==> config.mk <==
export PLATFORM = sky130hd
export DESIGN_NAME = pong_vga_renderer
export DESIGN_NICKNAME = d
export VERILOG_FILES = /design/src/rtl/pong_pkg.sv /design/src/rtl/vga_timing.sv /design/src/rtl/pong_vga_renderer.sv
export SDC_FILE = /design/constraint.sdc
export NUM_CORES = 1
export LEC_CHECK = 0
export ABC_AREA = 1
export CAP_MARGIN = 20
export CORE_MARGIN = 2
export CORE_UTILIZATION = 60
export CTS_BUF_LIST = sky130_fd_sc_hd__clkbuf_8
export DETAILED_ROUTE_END_ITERATION = 8
export DONT_BUFFER_PORTS = 1
export PLACE_DENSITY = 0.76
export SLEW_MARGIN = 20
export SYNTH_ARGS = -nofsm -noshare
export SYNTH_HDL_FRONTEND = slang
export SYNTH_SLANG_ARGS = --single-unit
==> constraint.sdc <==
create_clock -name clk -period 4.49 [get_ports clk]
set_input_delay 1.1225 -clock clk [delete_from_list [all_inputs] [get_ports clk]]
set_output_delay 1.1225 -clock clk [all_outputs]
set_load 0.01 [all_outputs]
==> src/rtl/pong_pkg.sv <==
// Shared types and constants for the pong display path: VGA 640x480 timing,
// playfield geometry, colours and the game-mode encoding used by the controller.
package pong_pkg;

  localparam int H_VISIBLE    = 640;
  localparam int H_SYNC_START = 656;
  localparam int H_SYNC_END   = 751;
  localparam int H_TOTAL      = 800;
  localparam int V_VISIBLE    = 480;
  localparam int V_SYNC_START = 490;
  localparam int V_SYNC_END   = 491;
  localparam int V_TOTAL      = 525;

  localparam int WALL_TOP      = 30;
  localparam int WALL_BOTTOM   = 450;
  localparam int WALL_LEFT     = 30;
  localparam int WALL_RIGHT    = 610;
  localparam int GOAL_TOP      = 134;
  localparam int GOAL_BOTTOM   = 344;
  localparam int COL_LEFT      = 40;
  localparam int COL_RIGHT     = 590;
  localparam int COL_SQUASH_P2 = 570;
  localparam int PADDLE_W      = 10;
  localparam int HALF_BIG      = 25;
  localparam int HALF_SMALL    = 15;
  localparam int BALL_HALF     = 2;
  localparam int NET_X         = 319;
  localparam int SCORE_Y_TOP   = 8;
  localparam int SCORE_Y_BOT   = 19;
  localparam int SCORE_P1_X    = 40;
  localparam int SCORE_P2_X    = 599;
  localparam int SCORE_PITCH   = 6;
  localparam int SCORE_BLOCK   = 4;

  localparam logic [11:0] COLOUR_BALL = 12'hFF0;
  localparam logic [11:0] COLOUR_P1   = 12'hF00;
  localparam logic [11:0] COLOUR_P2   = 12'h00F;
  localparam logic [11:0] COLOUR_WALL = 12'hFFF;
  localparam logic [11:0] COLOUR_NET  = 12'h888;
  localparam logic [11:0] COLOUR_BG   = 12'h000;

  typedef enum logic [1:0] {
    MODE_TENNIS   = 2'b00,
    MODE_SOCCER   = 2'b01,
    MODE_SQUASH   = 2'b10,
    MODE_PRACTICE = 2'b11
  } mode_t;

  typedef struct packed {
    logic [10:0] ball_x;
    logic [10:0] ball_y;
    logic [10:0] p1_y;
    logic [10:0] p2_y;
    logic [4:0]  p1_score;
    logic [4:0]  p2_score;
    mode_t       mode;
    logic        bat_size;
  } game_t;

  localparam game_t GAME_RESET = '{ball_x: 11'd60, ball_y: 11'd60, p1_y: 11'd240,
                                   p2_y: 11'd240, p1_score: 5'd0, p2_score: 5'd0,
                                   mode: MODE_TENNIS, bat_size: 1'b0};

  // Range test written with additions only so a centre smaller than h cannot wrap.
  function automatic logic covers(input logic [11:0] c, input logic [11:0] p,
                                  input logic [11:0] h);
    return (p + h >= c) && (p <= c + h);
  endfunction

endpackage

==> src/rtl/vga_timing.sv <==
// Pixel-rate divider and 800x525 raster counters; produces raw (unregistered)
// syncs and the visible-area flag for the current counter position.
module vga_timing
  import pong_pkg::*;
#(
  parameter int CLK_DIV = 4
) (
  input  logic       clk,
  input  logic       rst,
  output logic       tick,
  output logic [9:0] hcount,
  output logic [9:0] vcount,
  output logic       hsync_raw,
  output logic       vsync_raw,
  output logic       visible
);

  localparam int DIV_W = (CLK_DIV > 1) ? $clog2(CLK_DIV) : 1;

  logic [DIV_W-1:0] divider;

  assign tick = (divider == DIV_W'(CLK_DIV - 1));

  always_ff @(posedge clk or posedge rst) begin
    if (rst) begin
      divider <= '0;
    end else if (tick) begin
      divider <= '0;
    end else begin
      divider <= divider + 1'b1;
    end
  end

  always_ff @(posedge clk or posedge rst) begin
    if (rst) begin
      hcount <= '0;
      vcount <= '0;
    end else if (tick) begin
      if (hcount == 10'(H_TOTAL - 1)) begin
        hcount <= '0;
        vcount <= (vcount == 10'(V_TOTAL - 1)) ? 10'd0 : vcount + 1'b1;
      end else begin
        hcount <= hcount + 1'b1;
      end
    end
  end

  assign hsync_raw = !((hcount >= 10'(H_SYNC_START)) && (hcount <= 10'(H_SYNC_END)));
  assign vsync_raw = !((vcount >= 10'(V_SYNC_START)) && (vcount <= 10'(V_SYNC_END)));
  assign visible   = (hcount < 10'(H_VISIBLE)) && (vcount < 10'(V_VISIBLE));

endmodule

==> src/rtl/pong_vga_renderer.sv <==
// Draws ball, paddles, scores, walls and net onto a 640x480 VGA raster from a
// once-per-frame snapshot of the game state taken at vertical-blank start.
module pong_vga_renderer
  import pong_pkg::*;
#(
  parameter int CLK_DIV = 4
) (
  input  logic        clk,
  input  logic        rst,
  input  logic [10:0] p1_y,
  input  logic [10:0] p2_y,
  input  logic [10:0] ball_x,
  input  logic [10:0] ball_y,
  input  logic [4:0]  p1_score,
  input  logic [4:0]  p2_score,
  input  logic [1:0]  mode,
  input  logic        bat_size,
  output logic        hsync,
  output logic        vsync,
  output logic [11:0] rgb,
  output logic        frame_start
);

  logic        tick, hsync_raw, vsync_raw, visible, latch_now;
  logic [9:0]  hcount, vcount;
  game_t       game;
  logic [11:0] x, y, half, p1_col, p2_col, p1_off, p2_off, colour;
  logic        p2_on, in_ball, in_p1, in_p2, in_band, in_s1, in_s2;
  logic        in_goal, in_wall, in_net;

  vga_timing #(.CLK_DIV(CLK_DIV)) u_timing (
    .clk       (clk),
    .rst       (rst),
    .tick      (tick),
    .hcount    (hcount),
    .vcount    (vcount),
    .hsync_raw (hsync_raw),
    .vsync_raw (vsync_raw),
    .visible   (visible)
  );

  assign latch_now   = tick && (hcount == 10'd0) && (vcount == 10'(V_VISIBLE));
  assign frame_start = latch_now;

  always_ff @(posedge clk or posedge rst) begin
    if (rst) begin
      game <= GAME_RESET;
    end else if (latch_now) begin
      game <= '{ball_x: ball_x, ball_y: ball_y, p1_y: p1_y, p2_y: p2_y,
                p1_score: p1_score, p2_score: p2_score, mode: mode_t'(mode),
                bat_size: bat_size};
    end
  end

  assign x    = {2'b00, hcount};
  assign y    = {2'b00, vcount};
  assign half = game.bat_size ? 12'(HALF_SMALL) : 12'(HALF_BIG);

  always_comb begin
    p1_col = 12'(COL_LEFT);
    p2_col = 12'(COL_RIGHT);
    p2_on  = 1'b1;
    case (game.mode)
      MODE_SQUASH: begin
        p1_col = 12'(COL_RIGHT);
        p2_col = 12'(COL_SQUASH_P2);
      end
      MODE_PRACTICE: begin
        p1_col = 12'(COL_RIGHT);
        p2_on  = 1'b0;
      end
      default: ;
    endcase
  end

  assign in_ball = covers({1'b0, game.ball_x}, x, 12'(BALL_HALF)) &&
                   covers({1'b0, game.ball_y}, y, 12'(BALL_HALF));
  assign in_p1   = (x >= p1_col) && (x <= p1_col + 12'(PADDLE_W)) &&
                   covers({1'b0, game.p1_y}, y, half);
  assign in_p2   = p2_on && (x >= p2_col) && (x <= p2_col + 12'(PADDLE_W)) &&
                   covers({1'b0, game.p2_y}, y, half);

  // Offset from each bar's anchor; block k occupies offsets 6k..6k+3.
  assign p1_off  = x - 12'(SCORE_P1_X);
  assign p2_off  = 12'(SCORE_P2_X) - x;
  assign in_band = (y >= 12'(SCORE_Y_TOP)) && (y <= 12'(SCORE_Y_BOT));
  assign in_s1   = in_band && (x >= 12'(SCORE_P1_X)) &&
                   ((p1_off % 12'(SCORE_PITCH)) < 12'(SCORE_BLOCK)) &&
                   (p1_off < 12'(game.p1_score) * 12'(SCORE_PITCH));
  assign in_s2   = in_band && (x <= 12'(SCORE_P2_X)) &&
                   ((p2_off % 12'(SCORE_PITCH)) < 12'(SCORE_BLOCK)) &&
                   (p2_off < 12'(game.p2_score) * 12'(SCORE_PITCH));

  assign in_goal = (y >= 12'(GOAL_TOP)) && (y <= 12'(GOAL_BOTTOM));
  assign in_wall = (y <= 12'(WALL_TOP)) || (y >= 12'(WALL_BOTTOM)) ||
                   ((game.mode != MODE_TENNIS) && (x <= 12'(WALL_LEFT)) &&
                    !((game.mode == MODE_SOCCER) && in_goal)) ||
                   ((game.mode == MODE_SOCCER) && (x >= 12'(WALL_RIGHT)) && !in_goal);
  assign in_net  = (game.mode == MODE_TENNIS) &&
                   ((x == 12'(NET_X)) || (x == 12'(NET_X + 1))) && !y[3];

  always_comb begin
    colour = COLOUR_BG;
    if (in_ball)      colour = COLOUR_BALL;
    else if (in_p1)   colour = COLOUR_P1;
    else if (in_p2)   colour = COLOUR_P2;
    else if (in_s1)   colour = COLOUR_P1;
    else if (in_s2)   colour = COLOUR_P2;
    else if (in_wall) colour = COLOUR_WALL;
    else if (in_net)  colour = COLOUR_NET;
  end

  // Colour and syncs share one register stage so they stay pixel-aligned.
  always_ff @(posedge clk or posedge rst) begin
    if (rst) begin
      hsync <= 1'b1;
      vsync <= 1'b1;
      rgb   <= COLOUR_BG;
    end else if (tick) begin
      hsync <= hsync_raw;
      vsync <= vsync_raw;
      rgb   <= visible ? colour : COLOUR_BG;
    end
  end

endmodule

---- Word level (Yosys, flattened, before mapping) ----
Cells that the tools add are included.
storage, ports and cells
  word-level logic and storage cells ...... 132
  bits of input ports ..................... 59
  output and inout bits ................... 15
  register bits after elaboration ......... 93
operators by class
  muxes and demuxes ....................... 15
  multipliers ............................. 2
  eq/ne operators ......................... 9
  reductions and logical operators ........ 44
  divide/modulo/power cells ............... 2
  order comparisons ....................... 32
  add/sub/neg operators ................... 14
operators with widths
  operator                 count
  $mux W12                 8
  $le A10 B12 Y1           6
  $ge A11 B11 Y1           3
  $eq A10 B9 Y1 const B    3
  $le A10 B5 Y1 const B    3
  $logic_and A1 B1 Y1      30
  $mux W10                 3
  $add A11 B2 Y12 const B  2
  $add A11 B5 Y12          2
  $add A12 B4 Y12 const B  2
  $ge A10 B12 Y1           2
  $lt A12 B3 Y1 const B    2
  $lt A12 B8 Y1            2
  $mod A12 B3 Y12 const B  2
  $add A10 B2 Y11 const B  2
  $add A10 B1 Y10 const B  2
  $eq A10 B10 Y1 const B   2
  $ge A10 B10 Y1 const B   2
  $ge A10 B9 Y1 const B    2
  $le A10 B10 Y1 const B   2
  $le A10 B9 Y1 const B    2
  $mul A5 B2 Y7 const B    2
  $ge A12 B11 Y1           1
  $add A10 B5 Y11          1
  21 further kinds         30

---- Depth between registers and ports, before layout ----
Gate-level depths: netlist (run 1).
  depth after elaboration ................. 14
  mapped depth ............................ 42
  depth with buffers taken out ............ 41

---- Hierarchy ----
From an unflattened synthesis (run 1), not the netlist that was laid out.
unflattened totals
  cell total of the unflattened synthesis .. 1,304
  area, all modules ....................... 9,580.4 sq um
by module, submodules not included
  module             area an instance (sq um)  instances  cells each  sequential area each (sq um)
  pong_vga_renderer  8,190.4                   1          1,123       1,649.1
  vga_timing         1,390.1                   1          181         550.5

---- Worst setup path before layout (run 1) ----
No wires, ideal clock.
  path kind ............................... flip-flop to flip-flop
  from .................................... register u_timing.hcount[4]
  to ...................................... register rgb[10]
  data required time ...................... 4.424 ns
  data arrival time ....................... 3.672 ns
  buffers on the path ..................... 1
  setup time .............................. 0.066 ns
  cell stages (with the launch flop) ...... 38
  clock period less this slack ............ 3.737 ns
  path slack .............................. 0.753 ns
  path through ............................ dfrtp_1 -> buf_4 -> inv_2 -> ha_1 -> inv_1 -> nand2_4 -> nor2_2 -> o21a_2 -> nand2_1 -> a21oi_1 -> nand3b_1 -> nand2_1 -> o21ai_2 -> nand3_2 -> nand2_1 -> nand2_1 -> nand3_2 -> nand2_1 -> (+2 left out) -> nand2_1 -> inv_2 -> nand2_2 -> nand2_1 -> nand2_1 -> inv_1 -> ha_1 -> inv_1 -> nand2_1 -> nor2_1 -> nand2_1 -> nand2_1 -> nand4_1 -> nand2_1 -> nand2_1 -> nand2_1 -> nand2_1 -> nand2_1
on the way
  cells in the longest elaborated chain, start to end .. 12
  elaborated cells on any way between the ends .. 47
  those cells by class .................... 3 x add/sub; 2 x div; 15 x order compare; 7 x mux; 20 x reduce/logical
ends and longest elaborated chain
  item                                                                      line                      text
  from (decl)                                                               vga_timing.sv:11          output logic [9:0] hcount,
  from (signal assigned)                                                    vga_timing.sv:43          hcount <= hcount + 1'b1;
  parallel branches: the longest is 11 deep, another holds $mod A12 B3 Y12  -
  $mux W12 (*)                                                              pong_vga_renderer.sv:122  rgb <= visible ? colour : COLOUR_BG;
  to (signal assigned)                                                      pong_vga_renderer.sv:122
  to (decl)                                                                 pong_vga_renderer.sv:20   output logic [11:0] rgb,
Every way passes the cells marked *.
A chain may end at the register's enable or synchronous reset.

---- Worst setup path after layout (run 1) ----
  from .................................... register u_timing.hcount[4]
  to ...................................... register rgb[7]
on the way
  cells in the longest elaborated chain, start to end .. 12
  elaborated cells on any way between the ends .. 53
  those cells by class .................... 3 x add/sub; 2 x div; 15 x order compare; 2 x eq/ne; 8 x mux; 23 x reduce/logical
ends and longest elaborated chain
  item                                                                      line
  parallel branches: the longest is 11 deep, another holds $mod A12 B3 Y12  -
  $mux W12 (*)                                                              pong_vga_renderer.sv:122
Marked as above.

==> results.txt, run 1 <==
- Outcome: completed
- Post-synth design cell area: 9390 um2
- Detailed routing inserted a total of 8,580 vias.
- By instance count, the cell type seen most on the critical path is nand2_1.
* Post-synthesis sequential area ratio: 23.4%
* Most used cells in the layout excluding fill and tap cells: nand2_1, inv_1, ha_1
* Number of buffers added by the clock tree synthesis step: 9
- The tree is rooted in a clkbuf_8.
* Kind of end point of the critical path: flip-flop
* Remaining design rule violation count: 0
- Fill cells in the final layout number 1,419.
- In this run the core area contains 45 standard-cell rows.
* Mean instance size in the synthesized netlist: 7.23 um2
- The Yosys step of the flow raised 0 warnings.
* CTS clock-pin slew for the worst setup and hold paths: 0.09 ns
* Flip-flop and latch count after synthesis: 87
- The H-tree was split into 3 levels.
* Violation count after the first detailed-routing iteration: 663
* Detailed-placement wirelength estimate: 18,600 um
- Max transition margin: 30.3%
- Finished Core Util: 64.7%
- The die covers 16,700 um2.
- Max-Cap Viols: 0
- Final setup violation count: 0
- Clock latency on the worst-skew pair: 0.38 ns
- Die Height: 129 um
- The kind of cell with the highest combined delay along the critical path is simple AND/OR/NAND/NOR gates.
* Required time at the worst-slack endpoint: 4.76 ns
* Power Dens Cells: 137 nW/um2
- Unrepaired setup endpoints after global routing: false
* Slowest cell on the critical path: dfrtp_2
- Nature of the critical path startpoint: flip-flop
- In this run the count of I/O pins placed on the die edge is 74.
* Net count of the mapped netlist: 1,517
- Via density per instance: 5.67
- Overall routing resource usage: 29.2%
- The number of global-route vias before repair came to 7,960.
- Area of all placed cells without fillers: 9880 um2
- In this run the remaining antenna-violating nets after routing total 0.
* Global-route wire length before repair: 38,700 um
- In the final layout, flip-flops and latches occupy 2200 um2.
- Most common library cell in the layout ignoring fill and taps: nand2_1
- At the pin with the least slew margin, the transition time is 1.04 ns.
- Of the available clock period, the critical path in the final layout requires 88.2%.
- Port Buf Inserts: 0
* Pin count of the biggest net entering global routing: 105
- By startpoint and endpoint, the worst setup path is classified as flip-flop to flip-flop.
- Subtracting the final worst setup slack from the clock period gives 3.96 ns.
- Clock tree synthesis found a total of 87 sinks.
- On the final layout, the worst clock skew is 0.0122 ns.
- Number of enable-type register cells in the synthesized netlist: 0
- The number of hold-slack violations in the final timing report is 0.
- The tightest min-delay check is of the flip-flop to flip-flop type.
- The number of hold buffers added after CTS was 0.
- Total congestion overflow after global routing: 0
* Detailed-route wire length per cell: 15.7 um
- Once the floorplan was initialized, standard cells occupied 61.6% of the core.
* Share of layout cells above drive strength 1: 9.59%
* Arrival time at the worst endpoint: 4.23 ns
* Multi-input gate area in the final layout: 6310 um2
* Antenna violations before repair: 0
* Fraction of registers with async set/reset: 100%
* TNS Setup: 0 ns
* Core ar.: 15,300 um2
* Antenna cell count: 0
* Detailed-route wire length: 23,700 um
- On the worst path, the slowest cell contributes a delay of 0.46 ns.
* Cell count after synthesis: 1,300
* Distinct cells, synth: 54
- Routability-driven placement finished with a final weighted congestion of 0.937.
- TritonCTS clock tree: built
* Worst voltage drop across the vdd grid: 156 uV
- Number of buffer and inverter instances along the worst setup path: 6
- P&R area growth vs syn: 5.14%
- The most used flip-flop cell after synthesis is dfrtp_1.
* Maximum fanout along the worst path: 8
- The final count of pins violating max slew came to 0.
- Clock buffer depth: 2
* TritonRoute pass-1 iters: 7
- In this run the horizontal extent of the chip is 129 um.
- After the last flow step, the layout net total stands at 1,515.
* Post-placement cell area: 9640 um2
- Based on the critical path, the design can be clocked at up to 0.253 GHz.
- The analysis attributes to cell leakage a power of 5.11 nW.
## Yosys cell counts (5+ instances only)
master	instances	area, um2
o211ai_1	5	37.5
nor3_1	21	105
o21ai_2	7	61.3
nand4_1	19	119
nor4_1	9	56.3
nand3_1	73	365
o21ai_0	86	430
dfrtp_1	69	1730
ha_1	153	1910
a31oi_1	8	50.1
o21bai_1	10	75.1
a211oi_1	9	67.6
fa_1	5	100
xnor2_1	9	78.8
nand2_1	283	1060
a21oi_1	60	300
inv_2	16	60.1
o2111ai_1	7	61.3
buf_4	7	52.6
o21ai_1	10	50.1
nor2_2	6	37.5
xor2_1	43	377
nor2_1	89	334
nand2_2	16	100
clkbuf_1	23	86.3
inv_1	172	646
nand3_2	8	80.1
dfstp_2	18	473
a221oi_1	5	43.8
## metal layers
metal  share of wire, %  global-route usage (%)  wire (um)
met1                 47                    41.8      11200
met2                 43                    45.5      10100
met3                8.4                    5.95       1990
met4                1.8                    7.16        429
met5                  0                       0          0
## stage by stage
stage          cells  total power, mW  setup WS [ns]  hold slack (ns)
3_5_place_dp    1496            0.817          0.502            0.424
6_report        1514             1.35          0.532            0.440
4_1_cts         1512             1.36          0.470            0.436
3_3_place_gp    1496            0.816          0.617            0.414
2_1_floorplan   1300            0.810          0.753            0.403
5_1_grt         1514             1.39         0.0175            0.442
## timing repair
| action | in CTS | in global routing |
|---|---|---|
| endpoints found under the setup margin | 0 | 6 |
| resized for setup | 0 | 13 |
| setup buffers | 0 | 2 |
## worst paths after layout
kind	end	slack, ns	cells after the start	start
min reg2reg	u_timing.divider[0]$_DFF_PP0_	0.44	1	u_timing.divider[0]$_DFF_PP0_
max in group asynchronous	vsync$_DFFE_PP1P_	2.96	2	rst
min	u_timing.divider[0]$_DFF_PP0_	0.44	1	u_timing.divider[0]$_DFF_PP0_
max reg2reg	rgb[7]$_DFFE_PP0P_	0.53	36	u_timing.hcount[4]$_DFFE_PP0P_
min in group asynchronous	game[14]$_DFFE_PP0P_	0.66	1	rst
max	rgb[7]$_DFFE_PP0P_	0.53	36	u_timing.hcount[4]$_DFFE_PP0P_
## registers in the layout, indices dropped and copies added (netlist names)
register          flops
game                 57
hsync                 1
rgb                   6
u_timing.divider      2
u_timing.hcount      10
u_timing.vcount      10
vsync                 1
## where the power goes
group	total, mW	internal, mW	switching, mW
combinational	0.0168	0.00121	0.0156
clock	0.549	0.250	0.299
sequential	0.784	0.784	0
## cell type report
class,instances,share of cell area (%)
flip-flops and latches,87,22.3
clock buffers,9,1.25
well taps,211,2.67
repair buffers,23,1.91
multi-input cells,986,63.9
clock inverters,7,0.595
inverters,191,7.32
## logic make-up (layout without fill, tap and decap cells)
kind of cell,count (synthesis),after routing,synth area share (%)
AO/OA/AOI/OAI,237,237,15.2
XOR/XNOR,53,53,5.02
adder cells (fa/ha/maj),158,158,21.4
buffers and inverters,227,230,9.64
flip-flops,87,87,23.4
AND/OR/NAND/NOR,538,538,25.3
Power figures use the tool's default switching activity.
==> run 2, diff against run 1 <==
RECOVER_POWER = 25   (was unset)
==> run 2 against run 1 <==
Against the previous run: the flow now finishes with violations (capacitance limit, slew limit); non-clock buffer count unchanged; core utilization about the same; maximum frequency barely moved.
==> results.txt, run 2 (synthesis gave the netlist of run 1 again) <==
* CTS H-tree depth: 3
* GP Congestion: 0.937
- Floorplan row count: 45
- Failing checks: capacitance limit, slew limit
- In this design, the critical path's most frequently occurring cell is nand2_1.
- Startpoint of the worst hold path: u_timing.divider[0]$_DFF_PP0_
* Tmin final: 3.96 ns
- Slew at the pin with the worst max-slew slack: 1.54 ns
- In this run the count of I/O pins placed on the die edge is 74.
- Total net switching power: 315 uW
- Of the total power, the clock network draws 40.7%.
- Via density per instance: 5.64
- Max-Cap Viols: 1
- Power Dens Cells: 137 nW/um2
* Most common library cell in the layout ignoring fill and taps: nand2_1
* Worst reg2reg path startpoint: u_timing.hcount[4]$_DFFE_PP0P_
* CTS clock-pin slew for the worst setup and hold paths: 0.09 ns
- Vias: 8,544
- Worst min path class: flip-flop to flip-flop
* Worst voltage drop across the vdd grid: 156 uV
- Largest stage delay, worst path: 0.46 ns
- The number of hold-slack violations in the final timing report came to 0.
* Number of max-slew violations in the final report: 34
- Initial Utilization: 61.6%
* Clock root cell: clkbuf_8
* Core ar.: 15,300 um2
- For the worst flop-to-flop path, the logic depth is 36.
- Once placement finished, the instance area stood at 9640 um2.
* Final setup violation count: 0
- Pin count of the biggest net entering global routing: 105
* Overall routing resource usage: 29.2%
* Antenna violations before repair: 0
* TNS Setup: 0 ns
- The worst setup path is captured at a flip-flop.
- Remaining number of nets flagged by the antenna check after routing: 0
* Die Height: 129 um
* Most used cells in the layout excluding fill and tap cells: nand2_1, inv_1, ha_1
- End of the worst register-to-register path: rgb[7]$_DFFE_PP0P_
- The floorplan step defined a die boundary enclosing 16,700 um2.
* Port Buf Inserts: 0
* Number of buffers added by the clock tree synthesis step: 9
* Remaining design rule violation count: 0
- Clock buffer depth: 2
* Fraction of power spent switching nets: 23.4%
- In the final layout, the registers with the most flip-flops are game: 57 flops, u_timing.hcount: 10 flops, u_timing.vcount: 10 flops.
- After legalization and detailed placement, the total HPWL measured 18,600 um.
- Violation count after the first detailed-routing iteration: 668
- Number of nets in the layout: 1,515
- At the worst endpoint, the arrival time is 4.23 ns.
- The post-route netlist has 9.52% of its cells at a drive strength greater than 1.
* Global-route wire length before repair: 38,700 um
- The run finished, with violations left.
- Comb pwr share: 1.2%
- Maximum clock frequency: 0.253 GHz
* Number of hold buffers added after CTS: 0
- Maximum fanout along the worst path: 8
* Crit path from: u_timing.hcount[4]$_DFFE_PP0P_
- Compared with the post-synthesis result, the final layout area differs by 5.10%.
* Internal portion of total power: 1.03 mW
* Register-to-Register Setup Slack: 0.53 ns
- Detailed-route wire length per cell: 15.7 um
* Final Skew: 0.0131 ns
- In the finished design, the share of the clock period the worst path needs comes to 88.1%.
- Clock latency on the worst-skew pair: 0.39 ns
- The register with the most flip-flops in the layout has 57 of them.
* Filler Cell Count: 1,421
* Required time at the worst-slack endpoint: 4.76 ns
* Sequential share of power: 58.1%
- Summed over all layers, the global routing overflow is 0.
* Nature of the critical path startpoint: flip-flop
* TritonRoute pass-1 iters: 5
* Detailed-route wire length: 23,700 um
* End point of the critical path: rgb[7]$_DFFE_PP0P_
- The finished cells cover 9870 um2.
- Die Width: 129 um
- Register containing the most flip-flops in the final layout: game
- TritonCTS clock tree: built
- Antenna cell count: 0
* Via count of the first global-routing pass: 7,960
* Slowest cell on the critical path: dfrtp_2
- Critical setup path kind: flip-flop to flip-flop
- Measured against its own limit, the worst slew margin works out to -3.53%.
- The tree built by TritonCTS fans out to 87 sinks.
* Pleak: 5.10 nW
- Setup repair after global routing left no endpoint under its margin.
run 2: area by class of cell:
| cell class | count | area, um2 | area share [%] |
|---|---|---|---|
| clock buffer | 9 | 124 | 1.25 |
| clock inverter | 7 | 58.8 | 0.596 |
| inverter | 191 | 723 | 7.33 |
| multi-input combinational | 986 | 6310 | 63.9 |
| sequential | 87 | 2200 | 22.3 |
| tap | 211 | 264 | 2.67 |
| timing repair buffer | 23 | 185 | 1.88 |
run 2: routing by layer:
metal / GRT usage [%] / wire length, um
met5: 0 / 0
met4: 7.16 / 349
met3: 5.95 / 1900
met2: 45.5 / 10200
met1: 41.8 / 11300
run 2: worst min-delay path by stage:
| stage | endpoint | slack, ns | cells after the start |
|---|---|---|---|
| floorplan | u_timing.divider[0]$_DFF_PP0_ | 0.40 | 1 |
| global placement | u_timing.divider[0]$_DFF_PP0_ | 0.41 | 1 |
| detailed placement | u_timing.divider[0]$_DFF_PP0_ | 0.42 | 1 |
| CTS | u_timing.divider[0]$_DFF_PP0_ | 0.44 | 1 |
| global route | u_timing.divider[0]$_DFF_PP0_ | 0.44 | 1 |
| finish | u_timing.divider[0]$_DFF_PP0_ | 0.44 | 1 |
run 2: repair_timing:
| action | in CTS | in global routing |
|---|---|---|
| endpoints found under the setup margin | 0 | 6 |
| gates resized for setup | 0 | 13 |
| setup buffers | 0 | 2 |
| endpoints found under the hold margin | 0 | 0 |
run 2: critical path, delay by kind of cell, from the launching register on:
kind	cells	cell delay (ns)
compound gates	4	0.54
buf+inv	6	0.47
fa+ha+maj	2	0.32
flops	1	0.46
simple gates	24	2.08
run 2: metrics by stage:
step | hold WS [ns] | utilization, % | instances | total power [mW] | setup slack (ns)
after global placement | 0.414 | 63.2 | 1496 | 0.816 | 0.617
after detailed placement | 0.424 | 63.2 | 1496 | 0.817 | 0.502
after CTS | 0.436 | 64.4 | 1512 | 1.36 | 0.470
after global routing | 0.442 | 64.7 | 1514 | 1.39 | 0.0175
final | 0.440 | 64.7 | 1514 | 1.35 | 0.533
after floorplan | 0.403 | - | 1300 | 0.810 | 0.753
run 2: power by group through the flow:
stage                     combinational, mW  sequential [mW]  clock [mW]
after global routing                 0.0196            0.784       0.589
after CTS                            0.0180            0.784       0.562
final                                0.0165            0.784       0.550
after detailed placement             0.0180            0.799           0
after floorplan                      0.0113            0.799           0
after global placement               0.0179            0.799           0
